<file path="src/rtl/obi_arb_pkg.sv">
// Shared types for the 2:1 OBI arbiter: response-owner tags, arbiter FSM
// states and the perf counter width.
package obi_arb_pkg;

  typedef enum logic {
    OWN_M0 = 1'b0,
    OWN_M1 = 1'b1
  } owner_e;

  typedef enum logic {
    ARB_IDLE = 1'b0,
    ARB_HOLD = 1'b1
  } arb_state_e;

  localparam int PERF_CNT_W = 32;

  // The master that is not o; used to hand priority over after a grant.
  function automatic owner_e other_owner(owner_e o);
    return (o == OWN_M0) ? OWN_M1 : OWN_M0;
  endfunction

endpackage

</file>
<file path="src/rtl/obi_arbiter_2to1_if.sv">
// OBI-style req/gnt/rvalid bus. The "master" modport is the side that issues
// requests; the "slave" modport is the side that grants and returns data.
interface obi_arbiter_2to1_if #(
  parameter int ADDR_W = 32,
  parameter int DATA_W = 32
) ();

  logic                  req;
  logic                  gnt;
  logic                  rvalid;
  logic [ADDR_W-1:0]     addr;
  logic                  we;
  logic [DATA_W/8-1:0]   be;
  logic [DATA_W-1:0]     wdata;
  logic [DATA_W-1:0]     rdata;

  modport master (output req, addr, we, be, wdata, input gnt, rvalid, rdata);
  modport slave  (input req, addr, we, be, wdata, output gnt, rvalid, rdata);

endinterface

</file>
<file path="src/rtl/obi_arb_owner_fifo.sv">
// Small FIFO of response owners: one entry per granted-but-unanswered
// transaction, so each rvalid is routed back to the master that issued it.
// Simultaneous push and pop keep the count unchanged and preserve order.
module obi_arb_owner_fifo
  import obi_arb_pkg::*;
#(
  parameter int DEPTH = 2
) (
  input  logic   clk_i,
  input  logic   rst_ni,
  input  logic   push_i,
  input  owner_e data_i,
  input  logic   pop_i,
  output owner_e data_o,
  output logic   full_o,
  output logic   empty_o
);

  localparam int PTR_W = (DEPTH > 1) ? $clog2(DEPTH) : 1;
  localparam int CNT_W = $clog2(DEPTH + 1);

  owner_e             mem [DEPTH];
  logic [PTR_W-1:0]   wr_ptr, rd_ptr;
  logic [CNT_W-1:0]   cnt;

  function automatic logic [PTR_W-1:0] ptr_inc(logic [PTR_W-1:0] p);
    return (p == PTR_W'(DEPTH - 1)) ? '0 : p + PTR_W'(1);
  endfunction

  assign full_o  = (cnt == CNT_W'(DEPTH));
  assign empty_o = (cnt == '0);
  assign data_o  = mem[rd_ptr];

  // Storage, wrap-around pointers and occupancy count.
  always_ff @(posedge clk_i or negedge rst_ni) begin
    if (!rst_ni) begin
      for (int i = 0; i < DEPTH; i++) mem[i] <= OWN_M0;
      wr_ptr <= '0;
      rd_ptr <= '0;
      cnt    <= '0;
    end else begin
      if (push_i) begin
        mem[wr_ptr] <= data_i;
        wr_ptr      <= ptr_inc(wr_ptr);
      end
      if (pop_i) rd_ptr <= ptr_inc(rd_ptr);
      case ({push_i, pop_i})
        2'b10:   cnt <= cnt + CNT_W'(1);
        2'b01:   cnt <= cnt - CNT_W'(1);
        default: cnt <= cnt;
      endcase
    end
  end

endmodule

</file>
<file path="src/rtl/obi_arbiter_2to1.sv">
// Two-master to one-slave OBI arbiter. Round-robin on conflict, request is
// locked onto the chosen master while the slave stalls, and the owner of every
// granted request is queued so responses return to their issuer.
// Optional perf counters are built when OBI_ARB_PERF_EN is defined; otherwise
// the counter ports read 0.
module obi_arbiter_2to1
  import obi_arb_pkg::*;
#(
  parameter int ADDR_W    = 32,
  parameter int DATA_W    = 32,
  parameter int MAX_OUTST = 2
) (
  input  logic                  clk_i,
  input  logic                  rst_ni,
  obi_arbiter_2to1_if.slave     m0,
  obi_arbiter_2to1_if.slave     m1,
  obi_arbiter_2to1_if.master    s,
  output logic                  err_o,
  output logic [PERF_CNT_W-1:0] cnt_gnt0_o,
  output logic [PERF_CNT_W-1:0] cnt_gnt1_o,
  output logic [PERF_CNT_W-1:0] cnt_conf_o
);

  arb_state_e          state_q, state_d;
  owner_e              sel_q, sel_d;
  owner_e              rr_q;
  owner_e              cand;
  logic                cand_vld;
  logic                s_req, push, pop;
  logic                fifo_full, fifo_empty;
  owner_e              head;
  logic                gnt0, gnt1;
  logic [ADDR_W-1:0]   mux_addr;
  logic [DATA_W-1:0]   mux_wdata;

  // Pick the candidate: locked master while stalled, else sole requester,
  // else the round-robin favourite.
  always_comb begin
    cand     = OWN_M0;
    cand_vld = 1'b0;
    if (state_q == ARB_HOLD) begin
      cand     = sel_q;
      cand_vld = (sel_q == OWN_M1) ? m1.req : m0.req;
    end else if (m0.req && m1.req) begin
      cand     = rr_q;
      cand_vld = 1'b1;
    end else if (m1.req) begin
      cand     = OWN_M1;
      cand_vld = 1'b1;
    end else if (m0.req) begin
      cand     = OWN_M0;
      cand_vld = 1'b1;
    end
  end

  // A full owner FIFO blocks new requests even if a response pops this
  // cycle, which keeps gnt free of any combinational path from rvalid.
  assign s_req = cand_vld && !fifo_full;
  assign push  = s_req && s.gnt;
  assign pop   = s.rvalid && !fifo_empty;

  // Slave-side request fields: mux of the candidate, zero when idle.
  always_comb begin
    mux_addr  = '0;
    mux_wdata = '0;
    s.we      = 1'b0;
    s.be      = '0;
    if (s_req) begin
      if (cand == OWN_M1) begin
        mux_addr  = m1.addr;
        mux_wdata = m1.wdata;
        s.we      = m1.we;
        s.be      = m1.be;
      end else begin
        mux_addr  = m0.addr;
        mux_wdata = m0.wdata;
        s.we      = m0.we;
        s.be      = m0.be;
      end
    end
  end

  assign s.req   = s_req;
  assign s.addr  = mux_addr;
  assign s.wdata = mux_wdata;

  // Grants pass straight through from the slave to the selected master.
  assign gnt0   = push && (cand == OWN_M0);
  assign gnt1   = push && (cand == OWN_M1);
  assign m0.gnt = gnt0;
  assign m1.gnt = gnt1;

  // Responses go to the FIFO head; the other master sees zero data.
  assign m0.rvalid = pop && (head == OWN_M0);
  assign m1.rvalid = pop && (head == OWN_M1);
  assign m0.rdata  = (pop && (head == OWN_M0)) ? s.rdata : '0;
  assign m1.rdata  = (pop && (head == OWN_M1)) ? s.rdata : '0;

  // Next-state logic: lock onto the candidate while the slave stalls.
  always_comb begin
    state_d = state_q;
    sel_d   = sel_q;
    case (state_q)
      ARB_IDLE: if (s_req && !s.gnt) begin
        state_d = ARB_HOLD;
        sel_d   = cand;
      end
      ARB_HOLD: if (s.gnt) state_d = ARB_IDLE;
      default:  state_d = ARB_IDLE;
    endcase
  end

  // FSM state and locked-master register.
  always_ff @(posedge clk_i or negedge rst_ni) begin
    if (!rst_ni) begin
      state_q <= ARB_IDLE;
      sel_q   <= OWN_M0;
    end else begin
      state_q <= state_d;
      sel_q   <= sel_d;
    end
  end

  // Round-robin pointer: after each grant the other master is favoured.
  always_ff @(posedge clk_i or negedge rst_ni) begin
    if (!rst_ni)   rr_q <= OWN_M0;
    else if (push) rr_q <= other_owner(cand);
  end

  // Sticky error: a response arrived with nobody waiting for it.
  always_ff @(posedge clk_i or negedge rst_ni) begin
    if (!rst_ni)                      err_o <= 1'b0;
    else if (s.rvalid && fifo_empty)  err_o <= 1'b1;
  end

  obi_arb_owner_fifo #(.DEPTH(MAX_OUTST)) u_owner_fifo (
    .clk_i   (clk_i),
    .rst_ni  (rst_ni),
    .push_i  (push),
    .data_i  (cand),
    .pop_i   (pop),
    .data_o  (head),
    .full_o  (fifo_full),
    .empty_o (fifo_empty)
  );

`ifdef OBI_ARB_PERF_EN
  // Grant counts per master and conflict cycles; all wrap naturally.
  always_ff @(posedge clk_i or negedge rst_ni) begin
    if (!rst_ni) begin
      cnt_gnt0_o <= '0;
      cnt_gnt1_o <= '0;
      cnt_conf_o <= '0;
    end else begin
      if (gnt0) cnt_gnt0_o <= cnt_gnt0_o + PERF_CNT_W'(1);
      if (gnt1) cnt_gnt1_o <= cnt_gnt1_o + PERF_CNT_W'(1);
      if (state_q == ARB_IDLE && m0.req && m1.req && !fifo_full)
        cnt_conf_o <= cnt_conf_o + PERF_CNT_W'(1);
    end
  end
`else
  assign cnt_gnt0_o = '0;
  assign cnt_gnt1_o = '0;
  assign cnt_conf_o = '0;
`endif

endmodule

</file>
<file path="src/flat_wrapper.sv">
// flat-port wrapper written by rule: the top's interface ports become plain ports
module obi_arbiter_2to1_flat import obi_arb_pkg::*;
#(
  parameter int ADDR_W    = 32,
  parameter int DATA_W    = 32,
  parameter int MAX_OUTST = 2
)
  (clk_i, rst_ni, err_o, cnt_gnt0_o, cnt_gnt1_o, cnt_conf_o, m0_req, m0_addr, m0_we, m0_be, m0_wdata, m0_gnt, m0_rvalid, m0_rdata, m1_req, m1_addr, m1_we, m1_be, m1_wdata, m1_gnt, m1_rvalid, m1_rdata, s_req, s_addr, s_we, s_be, s_wdata, s_gnt, s_rvalid, s_rdata);
  obi_arbiter_2to1_if #(.ADDR_W(ADDR_W), .DATA_W(DATA_W)) m0_i ();
  obi_arbiter_2to1_if #(.ADDR_W(ADDR_W), .DATA_W(DATA_W)) m1_i ();
  obi_arbiter_2to1_if #(.ADDR_W(ADDR_W), .DATA_W(DATA_W)) s_i ();
  input  logic clk_i;
  input  logic rst_ni;
  output logic err_o;
  output logic [PERF_CNT_W-1:0] cnt_gnt0_o;
  output logic [PERF_CNT_W-1:0] cnt_gnt1_o;
  output logic [PERF_CNT_W-1:0] cnt_conf_o;
  input wire logic [$bits(m0_i.req)-1:0] m0_req;
  input wire logic [$bits(m0_i.addr)-1:0] m0_addr;
  input wire logic [$bits(m0_i.we)-1:0] m0_we;
  input wire logic [$bits(m0_i.be)-1:0] m0_be;
  input wire logic [$bits(m0_i.wdata)-1:0] m0_wdata;
  output wire logic [$bits(m0_i.gnt)-1:0] m0_gnt;
  output wire logic [$bits(m0_i.rvalid)-1:0] m0_rvalid;
  output wire logic [$bits(m0_i.rdata)-1:0] m0_rdata;
  input wire logic [$bits(m1_i.req)-1:0] m1_req;
  input wire logic [$bits(m1_i.addr)-1:0] m1_addr;
  input wire logic [$bits(m1_i.we)-1:0] m1_we;
  input wire logic [$bits(m1_i.be)-1:0] m1_be;
  input wire logic [$bits(m1_i.wdata)-1:0] m1_wdata;
  output wire logic [$bits(m1_i.gnt)-1:0] m1_gnt;
  output wire logic [$bits(m1_i.rvalid)-1:0] m1_rvalid;
  output wire logic [$bits(m1_i.rdata)-1:0] m1_rdata;
  output wire logic [$bits(s_i.req)-1:0] s_req;
  output wire logic [$bits(s_i.addr)-1:0] s_addr;
  output wire logic [$bits(s_i.we)-1:0] s_we;
  output wire logic [$bits(s_i.be)-1:0] s_be;
  output wire logic [$bits(s_i.wdata)-1:0] s_wdata;
  input wire logic [$bits(s_i.gnt)-1:0] s_gnt;
  input wire logic [$bits(s_i.rvalid)-1:0] s_rvalid;
  input wire logic [$bits(s_i.rdata)-1:0] s_rdata;
  assign m0_i.req = m0_req;
  assign m0_i.addr = m0_addr;
  assign m0_i.we = m0_we;
  assign m0_i.be = m0_be;
  assign m0_i.wdata = m0_wdata;
  assign m0_gnt = m0_i.gnt;
  assign m0_rvalid = m0_i.rvalid;
  assign m0_rdata = m0_i.rdata;
  assign m1_i.req = m1_req;
  assign m1_i.addr = m1_addr;
  assign m1_i.we = m1_we;
  assign m1_i.be = m1_be;
  assign m1_i.wdata = m1_wdata;
  assign m1_gnt = m1_i.gnt;
  assign m1_rvalid = m1_i.rvalid;
  assign m1_rdata = m1_i.rdata;
  assign s_req = s_i.req;
  assign s_addr = s_i.addr;
  assign s_we = s_i.we;
  assign s_be = s_i.be;
  assign s_wdata = s_i.wdata;
  assign s_i.gnt = s_gnt;
  assign s_i.rvalid = s_rvalid;
  assign s_i.rdata = s_rdata;
  obi_arbiter_2to1 #(.ADDR_W(ADDR_W), .DATA_W(DATA_W), .MAX_OUTST(MAX_OUTST)) u_core (.clk_i(clk_i), .rst_ni(rst_ni), .m0(m0_i), .m1(m1_i), .s(s_i), .err_o(err_o), .cnt_gnt0_o(cnt_gnt0_o), .cnt_gnt1_o(cnt_gnt1_o), .cnt_conf_o(cnt_conf_o));
endmodule
</file>
<file path="config.mk">
export PLATFORM = sky130hd
export DESIGN_NAME = obi_arbiter_2to1_flat
export DESIGN_NICKNAME = d
export VERILOG_FILES = /design/src/rtl/obi_arb_pkg.sv /design/src/rtl/obi_arbiter_2to1_if.sv /design/src/rtl/obi_arb_owner_fifo.sv /design/src/rtl/obi_arbiter_2to1.sv /design/src/flat_wrapper.sv
export SDC_FILE = /design/constraint.sdc
export NUM_CORES = 1
export LEC_CHECK = 0
export CAP_MARGIN = 20
export CELL_PAD_IN_SITES_DETAIL_PLACEMENT = 2
export CELL_PAD_IN_SITES_GLOBAL_PLACEMENT = 2
export CORE_MARGIN = 3
export CORE_UTILIZATION = 10
export DETAILED_ROUTE_END_ITERATION = 10
export PLACE_DENSITY = 0.95
export SLEW_MARGIN = 20
export SYNTH_ARGS = -nofsm -noshare
export SYNTH_HDL_FRONTEND = slang
export SYNTH_SLANG_ARGS = --single-unit
</file>
<file path="constraint.sdc">
create_clock -name clk_i -period 3 [get_ports clk_i]
set_input_delay 0.6 -clock clk_i [delete_from_list [all_inputs] [get_ports clk_i]]
set_output_delay 0.6 -clock clk_i [all_outputs]
set_load 0.05 [all_outputs]
</file>
Word level (Yosys, flattened, before mapping)
Index checks and enable logic that the tools add are counted.
Widths: inputs -> output; s select.
{ "op_classes": {"n_addsub": 4, "n_lt_le_gt_ge": 3, "n_eq_ne": 3, "mux": 31, "bitwise_logic": 5, "reduce_logical": 17} }
{ "ops": {"columns": ["op", "n"], "rows": [
  ["$mux 32", 6],
  ["$mux 1", 19],
  ["$logic_and 1x1->1", 11],
  ["$mux 4", 2],
  ["$eq 2x2->1 const B", 2],
  ["$ge 2x2->1 const B", 2],
  ["$not 1->2", 2],
  ["$pmux 2 s2", 1],
  ["$logic_not 1->1", 3],
  ["$not 1->1", 3],
  ["$add 1x1->1 const B", 2],
  ["$add 2x1->2 const B", 1],
  ["$bwmux 2", 1],
  ["$eq 2x1->1 const B", 1],
  ["$logic_not 2->1", 1],
  ["$lt 2x1->1 const B", 1],
  ["$pmux 1 s2", 1],
  ["$reduce_and 2->1", 1],
  ["$reduce_bool 2->1", 1],
  ["$sub 2x1->2 const B", 1],
  ["$demux 1 s1", 1]
]} }
{ "totals": {"register_bits": 10, "in_bits": 176, "out_inout_bits": 235, "wordCells": 72} }

Depth between registers and ports, before layout
{ "depth": {"word_depth": 8, "depth_mapped": 9, "ltp_nobuf": 8} }

Cells and area by module
From an unflattened synthesis, not the netlist that was laid out.
{ "unflattened": {"cells_unflattened": 450, "hier_area_um2": 2702.6} }
{ "by_module_without_submodules": {"columns": ["mod", "n_inst", "cells_each", "area_each_um2", "seq_area_each_um2"], "rows": [
  ["obi_arbiter_2to1", 1, 429, 2434.8, 100.1],
  ["obi_arb_owner_fifo", 1, 21, 267.8, 150.1]
]} }

Least setup slack after synthesis
Ideal clock, no wire load.
{ "synth_path": {"kind": "input to output", "from": "input port m1_req", "to": "output port s_wdata[22]", "t_arrival_ps": 2051, "t_required_ps": 2400, "slack_ps": 349, "stages": 5, "path_buffers": 1, "cell_sequence": "nor2b_1 > a22oi_2 > buf_2 > nand2_1 > a21oi_1"} }
{ "synth_via": {"elab_chain_cells": 5, "elab_cells_between_ends": 11, "classes_between": "mux: 9; reduce/logical: 2"} }
{ "synth_rtl": {"columns": ["element", "line", "source"], "rows": [
  ["start: declaration", "flat_wrapper.sv:26", "input wire logic [$bits(m1_i.req)-1:0] m1_req;"],
  ["$mux 1 / $logic_and 1x1->1 (equally long branches)", "obi_arbiter_2to1.sv:47, obi_arbiter_2to1.sv:44", null],
  ["$mux 1", "obi_arbiter_2to1.sv:44", "end else if (m0.req && m1.req) begin"],
  ["$mux 1", "obi_arbiter_2to1.sv:41", "if (state_q == ARB_HOLD) begin"],
  ["$mux 32 / $logic_and 1x1->1 (equally long branches)", "obi_arbiter_2to1.sv:69, obi_arbiter_2to1.sv:58", null],
  ["$mux 32 (*)", "obi_arbiter_2to1.sv:68", "if (s_req) begin"],
  ["end: declaration", "flat_wrapper.sv:38", "output wire logic [$bits(s_i.wdata)-1:0] s_wdata;"]
]} }
Every way passes the cells marked *; elsewhere a longest branch is shown, timed or not.

Worst setup path after layout
{ "layout_path": {"from": "input port m1_req", "to": "output port s_wdata[15]"} }
The elaborated chain is that of the path after synthesis.

==> results by group <==
Floorplanning
  • Cell row count: 59
  • Core region area: 26200 um2
  • Height of the die: 170 um
  • Die Wd: 170 um
  • Initial core utilization: 10.2%
  • Die Footprint: 28800 um2
  • Io pins: 411

Clock tree
  • Inserted Clock Buffers: 3
  • CTS H-tree lvls: 1
  • CTS sink count: 10
  • CTS tree: done
  • CTS max path bufs: 2
  • Worst skew pair latency: 0.23 ns
  • Root Buffer: clkbuf_16
  • Clock-pin slew on the worst setup and hold paths: 0.04 ns

Detailed routing
  • DR WL/cell: 16.7 um
  • DRT Pass-1 Iters: 4
  • Drt drc: 0
  • Vias per Instance: 3.65
  • Iteration-0 DRC Markers: 92
  • Antenna-violating nets left: 0
  • DR vias: 3938
  • Total Wirelength: 18000 um

Synth
  • Cell Area, Synth: 2680 um2
  • EDFF count, synth: 0
  • Synth area leader: buf_4
  • Post-synthesis sequential element count: 10
  • Synth Area per Inst: 6.04 um2
  • Synth async-reset ratio: 100%
  • Primary FF master, synth: dfrtp_1
  • Top cell type's share of synthesized area: 29.1%
  • Post-synthesis instance total: 444
  • Yosys warns: 0
  • Sequential cell area fraction in the yosys report: 9.34%
  • Yosys cell types: 32
  • Synth top area cells: buf_4 (29%), nand2_1 (19%), and2_1 (15%)

Power and ir drop
  • Total power: 7310 uW
  • Power Density: 961 nW/um2
  • Power Internal: 3270 uW
  • P_sw: 4050 uW
  • Clock share of power: 3.2%
  • Peak supply drop: 0.349 mV
  • Sequential Power Share: 3.6%
  • P_leak: 0.00317 uW
  • Switching share of power: 55.3%
  • Combinational Power Share: 93.2%

Timing
  • Fmax: 336 MHz
  • RSZ-0062 raised after global routing: true
  • Pins Over Slew Limit: 0
  • Max-Slew Margin vs Limit: 64.6%
  • Setup WS post-layout: 0.0233 ns
  • Worst Tran Pin Value: 0.529 ns
  • Fin. Hold Viols: 0
  • Setup Viol. Count Final: 0
  • Final critical-path required period: 2.98 ns
  • Period Utilization, post-route: 99.2%
  • Fin Clk Skew: 0.000730 ns

Critical path
  • Crit path DAT: 2.38 ns
  • CP endpoint kind: output port
  • CP max stage delay: 0.49 ns
  • Slowest CP cell: clkdlybuf4s50_1
  • CP Launch Type: primary input
  • Most frequent CP cell: buf_12
  • Critical Path RT: 2.40 ns
  • Crit-path max FO: 69
  • CP cell instances: clkdlybuf4s50_1 > buf_4 > o221ai_4 > buf_12 > a21oi_1 > buf_12
  • CP Class: in -> out
  • Worst reg-to-reg setup slack: 1.07 ns

Finish
  • Total Nets Final: 924
  • Number of diodes: 0
  • Most frequent cells in the layout: clkdlybuf4s50_1 (175), buf_12 (144), nand2_1 (139), conb_1 (96), and2_1 (64)
  • Most common cell after layout, fill and taps aside: clkdlybuf4s50_1
  • Share of layout cells above drive strength 1: 28.6%
  • Area growth syn-to-layout: 184%

Global route
  • Total global routing track utilization: 10.7%
  • M2 GR Usage: 21.6%
  • Global-route wire length before repair: 24300 um
  • Largest net degree at the start of global routing: 70
  • GR Util met1: 11.3%
  • Met3 Usage GRT: 1.42%
  • Vias in the first global route: 4203
  • Initial antenna violation count: 0
  • Grt ovf: 0
  • GRT busiest layer: met2

Run status
  • Outcome: finished, final reports clean

Placement
  • RePlAce Congestion: 0.768
  • IO buf count: 314
  • DP HPWL: 14600 um
  • Placement Setup Slack: -0.0157 ns

Worst hold path
  • Hold Crit Class: reg -> reg

Flow run
  • Max-cap violations: 0
## cells in the mapped netlist (2+ instances only)
library cell  count
and2_1           64
buf_2            11
clkbuf_1         10
dfrtp_1          10
inv_1             2
a21oi_1          70
buf_4           104
xnor2_1           4
nor2b_1           2
nand2_1         139
nand2b_1          3
nor2_1            5
## area by class of cell
cell class,count,area [um2]
flip-flops and latches,10,250
fillers,2895,18600
inverters,3,11.3
clock buffers,3,75.1
multi-input cells,401,2100
repair buffers,328,4750
well taps,335,419
## final timing paths
kind,start,to,depth (start not counted)
worst max register to register,u_core.state_q,u_core.u_owner_fifo.cnt[1],7
worst max-delay path,m1_req,s_wdata[15],6
max in group asynchronous,rst_ni,u_core.sel_q,1
worst min-delay path,u_core.err_o,u_core.err_o,1
worst min register to register,u_core.err_o,u_core.err_o,1
min in group asynchronous,rst_ni,u_core.u_owner_fifo.cnt[1],1
## through the flow
stage | util (%) | hold WS (ns) | setup TNS (ns) | area (um2) | cells
final | 29.0 | 0.458 | 0 | 7610 | 1080
after global routing | 29.0 | 0.479 | -0.189 | 7610 | 1080
after CTS | 27.9 | 0.465 | -0.0873 | 7320 | 1075
after detailed placement | 27.6 | 0.454 | -0.0266 | 7240 | 1072
after global placement | 27.6 | 0.444 | -0.00935 | 7240 | 1072
after floorplan | - | 0.304 | 0 | 3040 | 539
## registers in the layout, summed over array words and instances (netlist names)
signal	flops
u_core.u_owner_fifo.cnt	2
u_core.u_owner_fifo.mem	2
u_core.err_o	1
u_core.rr_q	1
u_core.sel_q	1
u_core.state_q	1
u_core.u_owner_fifo.rd_ptr	1
u_core.u_owner_fifo.wr_ptr	1
## worst max-delay path: cells and delay by family
kind	cells	cell delay, ns
AO/OA/AOI/OAI	2	0.40
buffers and inverters	4	1.24
## layer usage
metal  routed length [um]  vias up
li1                     -     1810
met1                 6270     1860
met2                10100      241
met3                 1250       27
met4                  412        0
met5                    0        -
## power by group through the flow
stage / sequential (uW) / combinational [uW] / clock (uW)
3_5_place_dp: 266 / 6570 / 0
5_1_grt: 278 / 7120 / 244
2_1_floorplan: 238 / 3430 / 0
4_1_cts: 265 / 6600 / 237
6_report: 265 / 6820 / 231
3_3_place_gp: 255 / 6450 / 0
## cell families (layout without fill, tap and decap cells)
kind of cell / Yosys count / in the layout / share of synthesized area (%)
and+or+nand+nor: 215 / 215 / 37.0
muxes: 3 / 3 / 1.35
adders and majority gates: 1 / 1 / 0.467
DFF: 10 / 10 / 9.34
other: 1 / 96 / 0.140
xor gates and xnor gates: 5 / 5 / 1.63
AOI/OAI and AO/OA: 81 / 81 / 17.1
buffers and inverters: 128 / 334 / 33.0
## what timing repair did
action                                 CTS  global route
buffers inserted                         0             3
resized for setup                        0            57
pin swaps                                0             1
endpoints found under the hold margin    0             0
hold buffers                             0             0
cloned                                   0             2
setup endpoints to repair                5            69
Power figures use the tool's default switching activity.
